<file path="src/rtl/pc_sequencer.sv">
// Run-control and next-PC sequencer for the IF stage: start, single-step,
// HALT detection with a fixed pipeline drain, abort, and an enabled-cycle counter.
module pc_sequencer #(
    parameter int NB_PC        = 6,
    parameter int NB_CYCLES    = 16,
    parameter int DRAIN_CYCLES = 4
) (
    input  logic                 i_clk,
    input  logic                 i_reset,
    input  logic                 i_start,
    input  logic                 i_step,
    input  logic                 i_abort,
    input  logic                 i_stall,
    input  logic                 i_branch_taken,
    input  logic [NB_PC-1:0]     i_branch_target,
    input  logic                 i_jump,
    input  logic [NB_PC-1:0]     i_jump_target,
    input  logic                 i_halt_fetched,
    input  logic [NB_PC-1:0]     i_pc,
    output logic [NB_PC-1:0]     o_next_pc,
    output logic                 o_pc_write,
    output logic                 o_pipe_enable,
    output logic                 o_if_flush,
    output logic                 o_running,
    output logic                 o_done,
    output logic [NB_CYCLES-1:0] o_cycle_count
);

    localparam int NB_DRN = (DRAIN_CYCLES > 1) ? $clog2(DRAIN_CYCLES) : 1;
    localparam logic [NB_DRN-1:0] DRN_LOAD = NB_DRN'(DRAIN_CYCLES - 1);

    typedef enum logic [2:0] {
        S_IDLE,
        S_RUN,
        S_STEP,
        S_DRAIN,
        S_DONE
    } state_e;

    state_e               state_q, state_d;
    logic [NB_DRN-1:0]    drain_q, drain_d;
    logic [NB_CYCLES-1:0] count_q, count_d;
    logic                 running_q, running_d;
    logic                 done_q, done_d;
    logic                 active;
    logic                 redirect;
    logic                 halt_stop;

    always_comb begin
        active    = (state_q == S_RUN) || (state_q == S_STEP);
        redirect  = i_jump | i_branch_taken;
        // A HALT on a path being redirected away from is squashed.
        halt_stop = i_halt_fetched & ~redirect;

        o_next_pc = i_pc + NB_PC'(1);
        if (i_jump) begin
            o_next_pc = i_jump_target;
        end else if (i_branch_taken) begin
            o_next_pc = i_branch_target;
        end

        o_pc_write    = active & (redirect | (~i_stall & ~i_halt_fetched));
        o_if_flush    = active & redirect;
        o_pipe_enable = active | (state_q == S_DRAIN);
    end

    always_comb begin
        state_d = state_q;
        drain_d = drain_q;
        if (i_abort) begin
            state_d = S_IDLE;
        end else begin
            unique case (state_q)
                S_IDLE: begin
                    if (i_start) begin
                        state_d = S_RUN;
                    end else if (i_step) begin
                        state_d = S_STEP;
                    end
                end
                S_RUN, S_STEP: begin
                    if (halt_stop) begin
                        state_d = S_DRAIN;
                        drain_d = DRN_LOAD;
                    end else if (state_q == S_STEP) begin
                        state_d = S_IDLE;
                    end
                end
                S_DRAIN: begin
                    if (drain_q == '0) begin
                        state_d = S_DONE;
                    end else begin
                        drain_d = drain_q - NB_DRN'(1);
                    end
                end
                S_DONE: state_d = S_DONE;
                default: state_d = S_IDLE;
            endcase
        end
    end

    always_comb begin
        count_d = count_q;
        if (state_q == S_IDLE && !i_abort && i_start) begin
            count_d = '0;
        end else if (o_pipe_enable && count_q != '1) begin
            count_d = count_q + NB_CYCLES'(1);
        end
        running_d = (state_d == S_RUN) || (state_d == S_STEP) ||
                    (state_d == S_DRAIN);
        done_d    = (state_d == S_DONE);
    end

    always_ff @(posedge i_clk or negedge i_reset) begin
        if (!i_reset) begin
            state_q   <= S_IDLE;
            drain_q   <= '0;
            count_q   <= '0;
            running_q <= 1'b0;
            done_q    <= 1'b0;
        end else begin
            state_q   <= state_d;
            drain_q   <= drain_d;
            count_q   <= count_d;
            running_q <= running_d;
            done_q    <= done_d;
        end
    end

    assign o_running     = running_q;
    assign o_done        = done_q;
    assign o_cycle_count = count_q;

endmodule

</file>
<file path="config.mk">
export PLATFORM = sky130hd
export DESIGN_NAME = pc_sequencer
export DESIGN_NICKNAME = d
export VERILOG_FILES = /design/src/rtl/pc_sequencer.sv
export SDC_FILE = /design/constraint.sdc
export NUM_CORES = 1
export LEC_CHECK = 0
export CAP_MARGIN = 15
export CORE_UTILIZATION = 40
export DETAILED_ROUTE_END_ITERATION = 16
export PLACE_DENSITY = 0.76
export SETUP_SLACK_MARGIN = 0.15
export SLEW_MARGIN = 20
export SYNTH_ARGS = -nofsm -noshare
export SYNTH_HDL_FRONTEND = slang
export SYNTH_SLANG_ARGS = --single-unit
export TNS_END_PERCENT = 1
</file>
<file path="constraint.sdc">
create_clock -name i_clk -period 3.5 [get_ports i_clk]
set_input_delay 0.525 -clock i_clk [delete_from_list [all_inputs] [get_ports i_clk]]
set_output_delay 0.525 -clock i_clk [all_outputs]
set_load 0.02 [all_outputs]
</file>
==> results of run 1 <==
## critical path: stages
cell and delay (ns):
clkdlybuf4s50_1 0.71, nor2_1 0.17, a221oi_1 0.30, clkdlybuf4s50_1 0.66
## synthesized netlist by cell type (all sizes together) (2+ instances only)
cell type | number | area share [%]
nor4 | 3 | 1.2
nand4 | 7 | 3.9
nand3 | 9 | 3.0
a311oi | 2 | 1.2
clkbuf | 3 | 0.83
ha | 3 | 2.5
dfrtp | 23 | 38
o21ai | 9 | 3.0
and4 | 2 | 1.2
mux2i | 7 | 4.6
a21oi | 7 | 2.3
o21a | 4 | 2.0
o311ai | 2 | 1.2
nor2 | 10 | 2.5
and3 | 3 | 1.3
or4 | 6 | 3.1
o31ai | 4 | 2.0
or3 | 2 | 1.2
nor3 | 7 | 2.3
buf | 3 | 2.2
o22a | 2 | 1.2
inv | 8 | 2.0
nand2 | 20 | 5.0
xnor2 | 5 | 2.9
## stage by stage
step | cell area, sq um | utilization (%) | std cells | power (mW)
final | 2090 | 60.4 | 264 | 0.831
after CTS | 2100 | 60.5 | 264 | 0.838
after floorplan | 1510 | - | 167 | 0.526
after global placement | 2050 | 59.2 | 260 | 0.658
after detailed placement | 2050 | 59.2 | 260 | 0.675
after global routing | 2090 | 60.4 | 264 | 0.884
## sequential cells by signal, summed over array words and instances, names as in the netlist
register,cells
drain_q,2
o_cycle_count,16
o_done,1
o_running,1
state_q,3
## cell type report
| cell class | count | area [sq um] | share of cell area, % |
|---|---|---|---|
| clock buffers | 4 | 45.0 | 2.15 |
| inverters | 8 | 30.0 | 1.43 |
| multi-input cells | 130 | 860 | 41.1 |
| flip-flops and latches | 23 | 576 | 27.5 |
| well taps | 46 | 57.6 | 2.75 |
| repair buffers | 53 | 526 | 25.1 |
## metal layers
| metal | track usage [%] | vias to the layer above | wire length (um) |
|---|---|---|---|
| met4 | 7.10 | 0 | 42 |
| met1 | 23.8 | 739 | 1560 |
| li1 | - | 735 | - |
| met3 | 3.99 | 4 | 191 |
| met2 | 37.4 | 47 | 2060 |
| met5 | 0 | - | 0 |
## power groups by stage
stage                     Combinational [mW]  Clock [mW]  Sequential (mW)
final                                  0.309       0.163            0.358
after global routing                   0.335       0.181            0.368
after CTS                              0.314       0.166            0.357
after detailed placement               0.313           0            0.363
after global placement                 0.300           0            0.358
after floorplan                        0.151           0            0.375
## cell families (layout without fill, tap and decap cells)
group | after synthesis | count (layout) | share of synthesized area (%)
muxes | 8 | 8 | 5.38
DFF | 23 | 23 | 38.1
AOI/OAI and AO/OA | 41 | 41 | 19.5
adders and majority gates | 3 | 3 | 2.48
buffers and inverters | 14 | 65 | 5.05
xor gates and xnor gates | 5 | 5 | 2.90
and+or+nand+nor | 73 | 73 | 26.6
## worst paths after layout
path                                      to  slack (ns)  cells past startpoint        from
setup / recovery                o_next_pc[5]        0.60                      4      i_jump
hold reg to reg                   drain_q[1]        0.54                      1  drain_q[1]
setup reg to reg           o_cycle_count[15]        1.57                      4  state_q[1]
max in group asynchronous          o_running        2.94                      1     i_reset
hold / removal              o_cycle_count[4]        0.22                      1     i_reset
min in group i_clk                drain_q[1]        0.54                      1  drain_q[1]
## placed cells by master, fill, tap and decap left out, types with 3 or more instances in the layout
cell type,instances
clkdlybuf4s50_1,52
nand4_1,6
nor4_1,3
ha_1,3
nor3_1,7
nand3_1,9
a21oi_1,7
inv_1,8
clkbuf_8,3
dfrtp_1,23
o21ai_0,9
o21a_1,4
nand2_1,20
xnor2_1,5
mux2i_1,7
nor2_1,10
o31ai_1,4
or4_1,5
==> impl_metrics.yaml, run 1 <==
clocking:
  cts_root_buffer: "clkbuf_8"
  cts_made_buffers: 3
  postCtsHoldBufs: 0
  postCtsSetupRepairBufs: 0
  clk_pin_slew_worst_paths_ns: 0.08
  cts_sinks: 23
  clk-insertion-delay-late_ns: 0.26
  clockBufferDepth: 2
  h-tree-depth: 1
  cts_tree: "yes"
  post_cts_resized: 0
timing:
  fin_crit_sh_pct: 83.0
  layout_setup_ws_ns: 0.596
  timing.clock.skew_ns: 0.00279
  fin_tns_setup_ns: 0
  setup_viol: 0
  finalCriticalPeriod_ns: 2.90
  max_freq_mhz: 344
  fin_hold_ws_ns: 0.220
  worstMarginPinSlew_ns: 0.679
  rsz0062_at_grt: "false"
  drv_slew: 0
  hold_viol_final: 0
  max_slew_margin_pct: 54.3
power:
  irDropWorstVdd_v: 0.000212
  p_int_mw: 0.537
  switching_share_pct: 35.3
  power_density_nw_per_um2: 397
  pwr-share-comb_pct: 37.2
  switchingPower_mw: 0.294
  clockPowerShare_pct: 19.7
  pwr-share-seq_pct: 43.1
  p_leak_nw: 0.846
run_status:
  status: "completed"
synthesis:
  ys_types: 45
  synth-seq-cells: 23
  synth_edf_count: 0
  synth_async_sr_flop_share_pct: 100
  avgSynthCellArea_sq_um: 9.05
  netlist_instances: 167
  synth_nets: 197
  syn_area_sq_um: 1510
  yosys_warnings: 0
  ys_dominant_reg_cell: "dfrtp_1"
  yosysSeqAreaShare_pct: 38.1
detailed_routing:
  wl_per_cell_um: 14.6
  vias: 1525
  post_drt_via_cell_ratio: 5.78
  ant_nets: 0
  finalWirelength_mm: 3.85
  first_pass_iters: 4
  drt_first_iter_violations: 65
  drc_errors: 0
placement:
  port_buffers: 53
  dp_slack_ns: 0.592
  gp_congestion: 0.839
  place.detailed.hpwl_mm: 3.07
critical_path:
  start_kind: "input port"
  crit_type: "input port to output pin"
  crit_arrival_ns: 2.38
  crit_fanout: 12
  critPathRequiredTime_ns: 2.97
  worstSetupEndpointType: "output pin"
grt:
  grt_pass1_wl_mm: 6.58
  grt_pass1_vias: 1492
  antenna_found_initial: 0
  grt_max_degree: 24
  grt-ovfl-total: 0
  groute.usage.overall_pct: 20.6
floorplanning:
  die_width_um: 63.5
  ios: 54
  core-area_sq_um: 3470
  start_util_pct: 43.6
  num_rows: 21
  die_area_sq_um: 4030
  fp.dieH_um: 63.5
final_layout:
  fin_nets: 249
  fillers: 324
  antennaDiodeCount: 0
  drive_above_1_share_pct: 6.42
  synthToLayoutAreaGrowth_pct: 38.5
min_path:
  hold_class: "input port to async pin"
run:
  cap_violations: 0
No activity file was read; power rests on OpenSTA's default activity.
==> inputs of run 2 (changes only) <==
clock period = 2.8 ns   (was 3.5 ns; I/O delays follow)
==> run 2 against run 1 <==
Wire length fell by 2.0%. Die area did not move. Sequential power rose by 25%. Combinational power rose by 25%. Register-to-register slack got worse by 0.75 ns. Clock skew rose by 0.0031 ns. Final area rose by 1.1%. Global-route usage fell by 0.31 points. Non-clock buffer count rose by 2. Critical path depth rose by 3. Hold slack improved by 0.27 ns. Clock power rose by 26%. Critical path type unchanged. Critical endpoint is now o_next_pc[2]. Highest routed layer unchanged.
==> impl_metrics.yaml, run 2 (synthesis gave the netlist of run 1 again) <==
floorplanning:
  num_rows: 21
  start_util_pct: 43.6
  fp.dieH_um: 63.5
  ios: 54
  die_width_um: 63.5
  core-area_sq_um: 3470
  die_area_sq_um: 4030
final_layout:
  final_cell_mix: "51 x clkdlybuf4s50_1, 23 x dfrtp_1, 20 x nand2_1, 10 x nor2_1"
  synthToLayoutAreaGrowth_pct: 40.0
  largest_reg_flops: 16
  fin_nets: 251
  antennaDiodeCount: 0
  fillers: 322
  drive_above_1_share_pct: 7.27
  mostFrequentLayoutCell: "clkdlybuf4s50_1"
detailed_routing:
  vias: 1537
  ant_nets: 0
  drc_errors: 0
  finalWirelength_mm: 3.77
  drt_first_iter_violations: 116
  first_pass_iters: 4
  post_drt_via_cell_ratio: 5.78
  wl_per_cell_um: 14.2
clocking:
  cts_sinks: 23
  clk_pin_slew_worst_paths_ns: 0.08
  cts_made_buffers: 3
  postCtsSetupRepairBufs: 0
  post_cts_resized: 1
  cts_tree: "yes"
  cts_root_buffer: "clkbuf_8"
  clockBufferDepth: 2
  h-tree-depth: 1
  postCtsHoldBufs: 0
  clk-insertion-delay-late_ns: 0.27
critical_path:
  rr_endpoint: "o_cycle_count[15]"
  crit_arrival_ns: 2.16
  r2r_slack_ns: 0.82
  regToRegStartpoint: "state_q[1]"
  critPathMaxStageDelay_ns: 0.64
  start_kind: "input port"
  crit_fanout: 3
  r2r_cells: 4
  worstPathCellList: "clkdlybuf4s50_1 -> ha_1 -> xnor2_1 -> nor2_1 -> a21oi_1 -> o21ai_0 -> clkdlybuf4s50_1"
  critPathRequiredTime_ns: 2.38
  cp_common_cell: "clkdlybuf4s50_1"
  worstSetupEndpointType: "output pin"
  cp_slowest_cell: "clkdlybuf4s50_1"
  crit_type: "input port to output pin"
power:
  power_density_nw_per_um2: 491
  p_leak_nw: 0.868
  pwr-share-seq_pct: 43.1
  switchingPower_mw: 0.368
  power_mw: 1.04
  p_int_mw: 0.671
  irDropWorstVdd_v: 0.000249
  pwr-share-comb_pct: 37.1
  clockPowerShare_pct: 19.8
  switching_share_pct: 35.4
timing:
  finalCriticalPeriod_ns: 2.58
  max_freq_mhz: 388
  timing.clock.skew_ns: 0.00588
  max_slew_margin_pct: 51.0
  setup_viol: 0
  drv_slew: 0
  worstMarginPinSlew_ns: 0.729
  fin_crit_sh_pct: 92.1
  fin_tns_setup_ns: 0
  rsz0062_at_grt: "true"
  hold_viol_final: 0
run_status:
  status: "completed"
run:
  cap_violations: 0
grt:
  grt_pass1_wl_mm: 6.52
  grt_max_degree: 24
  grt-ovfl-total: 0
  antenna_found_initial: 0
  groute.usage.overall_pct: 20.3
  grt_pass1_vias: 1518
placement:
  place.detailed.hpwl_mm: 2.93
  gp_congestion: 0.854
  port_buffers: 53
min_path:
  hold_class: "input port to async pin"
## run 2: area by class of cell
cell class	instances	area, sq um	area share (%)
sequential	23	576	27.2
timing repair buffer	55	547	25.8
clock inverter	1	5.00	0.237
multi-input combinational	130	860	40.6
tap	46	57.6	2.72
inverter	8	30.0	1.42
clock buffer	3	41.3	1.95
## run 2: critical path: cells and delay by family
kind	cells	cell delay, ns
buffers and inverters	2	1.09
xor gates and xnor gates	1	0.13
adders and majority gates	1	0.24
and+or+nand+nor	1	0.09
AOI/OAI and AO/OA	2	0.20
## run 2: metal layers
metal | up-vias | track usage [%] | routed length [um]
li1 | 744 | - | -
met1 | 727 | 22.8 | 1550
met2 | 60 | 34.7 | 1900
met3 | 6 | 4.71 | 252
met4 | 0 | 11.9 | 71
met5 | - | 0 | 0
## run 2: how the worst max path moves through the flow
stage                    from           end  cells after the start  slack, ns
2_1_floorplan  i_branch_taken  o_next_pc[5]                      3       0.94
3_3_place_gp          i_pc[2]  o_next_pc[5]                      6       0.20
3_5_place_dp          i_pc[0]  o_next_pc[4]                      7       0.11
4_1_cts               i_pc[2]  o_next_pc[5]                      6       0.15
5_1_grt               i_pc[0]  o_next_pc[2]                      7        0.1
6_report              i_pc[0]  o_next_pc[2]                      7       0.22
## run 2: power by group through the flow
| stage | combinational, mW | clock (mW) | sequential [mW] |
|---|---|---|---|
| 2_1_floorplan | 0.189 | 0 | 0.468 |
| 3_3_place_gp | 0.377 | 0 | 0.447 |
| 3_5_place_dp | 0.387 | 0 | 0.452 |
| 4_1_cts | 0.391 | 0.212 | 0.446 |
| 5_1_grt | 0.423 | 0.226 | 0.458 |
| 6_report | 0.386 | 0.206 | 0.448 |
## run 2: through the flow
step                cell area (sq um)  hold slack (ns)  std cells  util, %  setup WS [ns]
CTS                              2110            0.502        266     60.9          0.149
global placement                 2070            0.505        262     59.6          0.199
global route                     2120            0.519        266     61.0         0.0951
finish                           2120            0.494        266     61.0          0.222
floorplan                        1510            0.124        167        -          0.943
detailed placement               2070            0.514        262     59.6          0.113
